File: config.mk
export PLATFORM = sky130hd
export DESIGN_NAME = bin_to_bcd_seq
export DESIGN_NICKNAME = d
export VERILOG_FILES = /design/src/rtl/bin_to_bcd_seq.sv
export SDC_FILE = /design/constraint.sdc
export NUM_CORES = 1
export LEC_CHECK = 0
export CORE_MARGIN = 3
export CORE_UTILIZATION = 49
export CTS_CLUSTER_SIZE = 24
export DETAILED_ROUTE_END_ITERATION = 6
export PLACE_DENSITY = 0.76
export SYNTH_ARGS = -nofsm -noshare
export SYNTH_HDL_FRONTEND = slang
export SYNTH_SLANG_ARGS = --single-unit
File: constraint.sdc
create_clock -name clock -period 1.4 [get_ports clock]
set_clock_uncertainty 0.1 [all_clocks]
set_input_delay 0.42 -clock clock [delete_from_list [all_inputs] [get_ports clock]]
set_output_delay 0.42 -clock clock [all_outputs]
set_load 0.02 [all_outputs]
File: src/rtl/bin_to_bcd_seq.sv
// Sequential binary-to-BCD converter using shift-and-add-3 (double dabble).
// One bit per clock, then a single cycle to publish digits and the blanking mask.
module bin_to_bcd_seq #(
    parameter int WIDTH  = 32,
    parameter int DIGITS = 10
) (
    input  logic                  clock,
    input  logic                  reset,
    input  logic                  start,
    input  logic [WIDTH-1:0]      bin_in,
    output logic                  busy,
    output logic                  valid,
    output logic [4*DIGITS-1:0]   bcd_out,
    output logic [DIGITS-1:0]     digit_en
);

    localparam logic [1:0] IDLE  = 2'd0;
    localparam logic [1:0] SHIFT = 2'd1;
    localparam logic [1:0] DONE  = 2'd2;
    localparam int CW = $clog2(WIDTH + 1);

    logic [1:0]          state_reg;
    logic [WIDTH-1:0]    shreg_reg;
    logic [4*DIGITS-1:0] scratch_reg;
    logic [CW-1:0]       count_reg;
    logic                valid_reg;
    logic [4*DIGITS-1:0] bcd_reg;
    logic [DIGITS-1:0]   en_reg;

    logic [4*DIGITS-1:0] adjusted;
    logic [DIGITS-1:0]   nonzero;
    logic [DIGITS-1:0]   en_calc;

    // Digits are always <= 9 here, so the 4-bit +3 never wraps.
    genvar gi;
    generate
        for (gi = 0; gi < DIGITS; gi++) begin : g_digit
            logic [3:0] d;
            assign d = scratch_reg[4*gi +: 4];
            assign adjusted[4*gi +: 4] = (d >= 4'd5) ? (d + 4'd3) : d;
            assign nonzero[gi] = |d;
            if (gi == 0) begin : g_lsd
                assign en_calc[gi] = 1'b1;
            end else begin : g_upper
                assign en_calc[gi] = |nonzero[DIGITS-1:gi];
            end
        end
    endgenerate

    always_ff @(posedge clock) begin
        if (reset) begin
            state_reg   <= IDLE;
            shreg_reg   <= '0;
            scratch_reg <= '0;
            count_reg   <= '0;
            valid_reg   <= 1'b0;
            bcd_reg     <= '0;
            en_reg      <= '0;
        end else begin
            case (state_reg)
                IDLE: begin
                    if (start) begin
                        shreg_reg   <= bin_in;
                        scratch_reg <= '0;
                        count_reg   <= CW'(WIDTH);
                        valid_reg   <= 1'b0;
                        state_reg   <= SHIFT;
                    end
                end
                SHIFT: begin
                    {scratch_reg, shreg_reg} <= {adjusted, shreg_reg} << 1;
                    count_reg <= count_reg - CW'(1);
                    if (count_reg == CW'(1)) begin
                        state_reg <= DONE;
                    end
                end
                DONE: begin
                    bcd_reg   <= scratch_reg;
                    en_reg    <= en_calc;
                    valid_reg <= 1'b1;
                    state_reg <= IDLE;
                end
                default: state_reg <= IDLE;
            endcase
        end
    end

    assign busy     = (state_reg != IDLE);
    assign valid    = valid_reg;
    assign bcd_out  = bcd_reg;
    assign digit_en = en_reg;

endmodule

==> flow_summary.toml, run 1 <==
[place]
finalWeightedCongestion = 0.818
dp_slack_ps = -604
port_buffers = 86
dp_hpwl_mm = 10.3

[synth]
synthTopCellsByArea = "dfxtp_1, a21oi_1, nand2_1"
synth_fp_nets = 738
async_flop_share_pct = 0
synth_cells = 672
ys.flop_type = "dfxtp_1"
synth_top_area_share_pct = 45.6
synth_area_um2 = 5750
yosysSeqAreaShare_pct = 45.6
synth_enable_flop_cells = 0
synth_area_leader_cell = "dfxtp_1"
ys_seq_elements = 131
synth.distinct_cells = 43
syn_avg_cell_area_um2 = 8.56
yosysWarnings = 0

[floorplan]
die_height_um = 114
die_w_um = 114
rows = 38
initial_core_util_pct = 51.5
ios = 87

[sta]
worst_endpoint = "digit_en[1]$_SDFFE_PP0P_/D"
worst-ep-kind = "register input"

[cts]
cts_sinks = 131
h-tree-depth = 4
cts_buffers = 17
cts_hold_buf = 0
cts_root_buffer = "clkbuf_16"
clk_path_buf_depth = 2

[run_status]
status = "did not finish"
firstError = "[ERROR DPL-0038] Utilization greater than 100%, impossible to legalize"
haltStage = "5_1_grt"

[global_routing]
grt_start_max_net_pins = 54
cell usage after synthesis (14+ instances only):
| master | n |
|---|---|
| clkbuf_1 | 20 |
| nand3_1 | 23 |
| nand2_1 | 116 |
| inv_1 | 22 |
| nor3_1 | 14 |
| a22o_1 | 20 |
| nor2_1 | 26 |
| buf_2 | 22 |
| a22oi_1 | 31 |
| dfxtp_1 | 131 |
| a21oi_1 | 108 |
| ha_1 | 31 |
stage by stage:
step	cell area [µm²]	cells
2_1_floorplan	5840	672
3_3_place_gp	7540	957
3_5_place_dp	7540	957
4_1_cts	9800	1032
logic make-up after synthesis:
kind of cell    after synthesis  synth area share (%)
fa+ha+maj                    31                  6.74
xor+xnor                     11                  1.67
mux                          12                  2.13
flops                       131                  45.6
simple gates                225                  18.4
buf+inv                      67                  5.11
compound gates              195                  20.4
repair_timing:
item                       4_1_cts
pin swaps                      104
cloned                          10
setup endpoints to repair      139
buffers inserted                35
gates resized for setup        596
==> inputs of run 2 (changes only) <==
CORE_UTILIZATION = 35   (was 49)
CTS_CLUSTER_SIZE = unset   (was 24)
PLACE_DENSITY = unset   (was 0.76)
PLACE_DENSITY_LB_ADDON = 0.15   (was unset)
clock period = 1.8 ns   (was 1.4 ns; I/O delays follow)
==> run 2 against run 1 <==
Effect of this change:
- the run now ends clean
- synthesized cell count did not move
- area after synthesis did not move
==> flow_summary.toml, run 2 <==
[global_routing]
antenna_found_initial = 0
grt_pass1_wl_mm = 24.0
first_global_vias = 4939
grt_start_max_net_pins = 51
grt_usage_pct = 16.4
overflow = 0

[detailed_routing]
drtIter0Drc = 272
routedWlPerCell_um = 14.6
first_pass_iters = 4
drt-total-wl_mm = 14.7
ant_nets = 0
route.detailed.drc = 0
vias = 5027
via_per_inst = 4.99

[worst_setup_path]
cp-start-kind = "register"
crit_arrival_ps = 1120
crit_path_cell_trace = "dlygate4sd2_1"
endpoint_kind = "primary output"
crit_path_max_incr_delay_ps = 350
crit_start = "bcd_out[39]"
timing.rr.start = "state_reg[0]"
critPathKind = "reg -> out"
worst-endpoint-required_ps = 1160
slowest_stage = "dfxtp_1"
cp_top_family = "flip-flops"
path_buf_inv = 1
path_max_fanout = 2

[power]
p_per_area_nw_per_um2 = 910
p_leak_nw = 3.07
clock_power_share_pct = 48.4
power_switching_mw = 1.56
p_sw_share_pct = 22.3
ir_drop_mv = 0.670
pwr-share-comb_pct = 8.4
p_int_mw = 5.44
power.share.sequential_pct = 43.2

[floorplan]
initial_core_util_pct = 36.0
rows = 46
die_w_um = 134
die_height_um = 134
dieArea_um2 = 18000
core_um2 = 16000
ios = 87

[final_layout]
stdcell_area_um2 = 7690
layout_commonest_cell = "dfxtp_1"
area_growth_pct = 33.7
drive_gt1_share_pct = 11.7
fin_nets = 846
diodes = 0
mostFrequentLayoutCells = "dfxtp_1, nand2_1, a21oi_1"
fill_cells = 1592

[cts]
clk_path_buf_depth = 2
clk_latency_ps = 420
cts_root_buffer = "clkbuf_16"
cts_sinks = 131
cts_hold_buf = 0
h-tree-depth = 4
path_clk_slew_ps = 50
cts_tree = "yes"
cts_buffers = 17

[place]
port_buffers = 86
dp_hpwl_mm = 9.63
finalWeightedCongestion = 0.765
placed_area_um2 = 7080

[run_status]
status = "completed"

[synth]
synth_top_area_share_pct = 45.6
yosysSeqAreaShare_pct = 45.6
ys.flop_type = "dfxtp_1"
yosysWarnings = 0
synth_cells = 672
synth_area_um2 = 5750
synth.distinct_cells = 43
synth_fp_nets = 738
synthTopCellsByArea = "dfxtp_1, a21oi_1, nand2_1"
ys_seq_elements = 131
synth_area_leader_cell = "dfxtp_1"
async_flop_share_pct = 0
syn_avg_cell_area_um2 = 8.56
synth.most_common_cell = "dfxtp_1"
netlist_top_cells_count = "dfxtp_1, nand2_1, a21oi_1"
synth_enable_flop_cells = 0

[sta]
timing.setup.tns_ps = 0
fin_crit_sh_pct = 97.6
fmax_mhz = 569
tightestPinTransition_ps = 644
rsz0062_at_grt = "no"
hold_ws_ps = 347
setup_viol_count_final = 0
hold_viol_final = 0
maxSlewHeadroom_pct = 57.0
post-route-min-period_ps = 1760
slew_violations = 0

[run]
max-cap-violations = 0

[min_path]
hold_path_class = "reg -> reg"
worstHoldStart = "bcd_out[29]"
==> run 2: cell counts after synthesis <==
Identical to the previous run, type by type.
==> run 2: final cells by class <==
class	instances	area [µm²]	share of cell area [%]
Inverter	22	82.6	1.07
Sequential cell	131	2620	34.1
Clock buffer	27	513	6.67
Clock inverter	4	70.1	0.911
Multi-Input combinational cell	475	2910	37.8
Tap cell	216	270	3.51
Timing Repair Buffer	133	1230	15.9
==> run 2: cell families after synthesis <==
kind of cell             after synthesis  synth area share (%)
buffers and inverters                 67                  5.11
XOR/XNOR                              11                  1.67
AND/OR/NAND/NOR                      225                  18.4
multiplexers                          12                  2.13
adder cells (fa/ha/maj)               31                  6.74
AO/OA/AOI/OAI                        195                  20.4
flip-flops                           131                  45.6
==> run 2: per-stage QoR <==
stage	setup WS (ps)	cells	power, mW	util (%)
after floorplan	199	672	3.40	-
after global placement	-659	974	3.63	44.3
after detailed placement	-698	974	3.64	44.3
after CTS	-64.6	1007	7.09	47.7
after global routing	1.78	1008	7.28	48.1
final	42.5	1008	7.00	48.1
==> run 2: final timing paths <==
kind / to / slack (ps) / depth (start not counted)
hold / removal: bcd_out[29] / 350 / 2
setup / recovery: bcd_out[39] / 40 / 1
setup reg to reg: scratch_reg[22] / 100 / 6
hold reg to reg: bcd_out[29] / 350 / 2
==> run 2: layer usage <==
metal  vias to the layer above  global-route usage, %  routed length, µm
met1                      2384                   21.0               6940
met2                        86                   26.8               7120
met3                         5                   4.24                562
met4                         0                   5.54                 72
met5                         -                      0                  0
li1                       2552                      -                  -
==> run 2: repair_timing <==
item	4_1_cts	5_1_grt
pin swaps	2	0
resized for setup	62	9
cloned	1	1
endpoints found under the hold margin	0	0
setup buffers	1	0
endpoints found under the setup margin	96	8
==> run 2: power by group through the flow <==
stage	clock network [mW]	registers, mW	logic, mW
CTS	3.49	3.02	0.576
global placement	0	3.08	0.546
floorplan	0	3.08	0.322
global route	3.61	3.03	0.647
finish	3.39	3.02	0.590
detailed placement	0	3.08	0.559
No activity file was read; power rests on OpenSTA's default activity.
==> inputs of run 3 (changes only) <==
HOLD_SLACK_MARGIN = 0.1   (was unset)
==> results of run 3 <==
Final layout, timing and power as in run 2 (identical DEF).
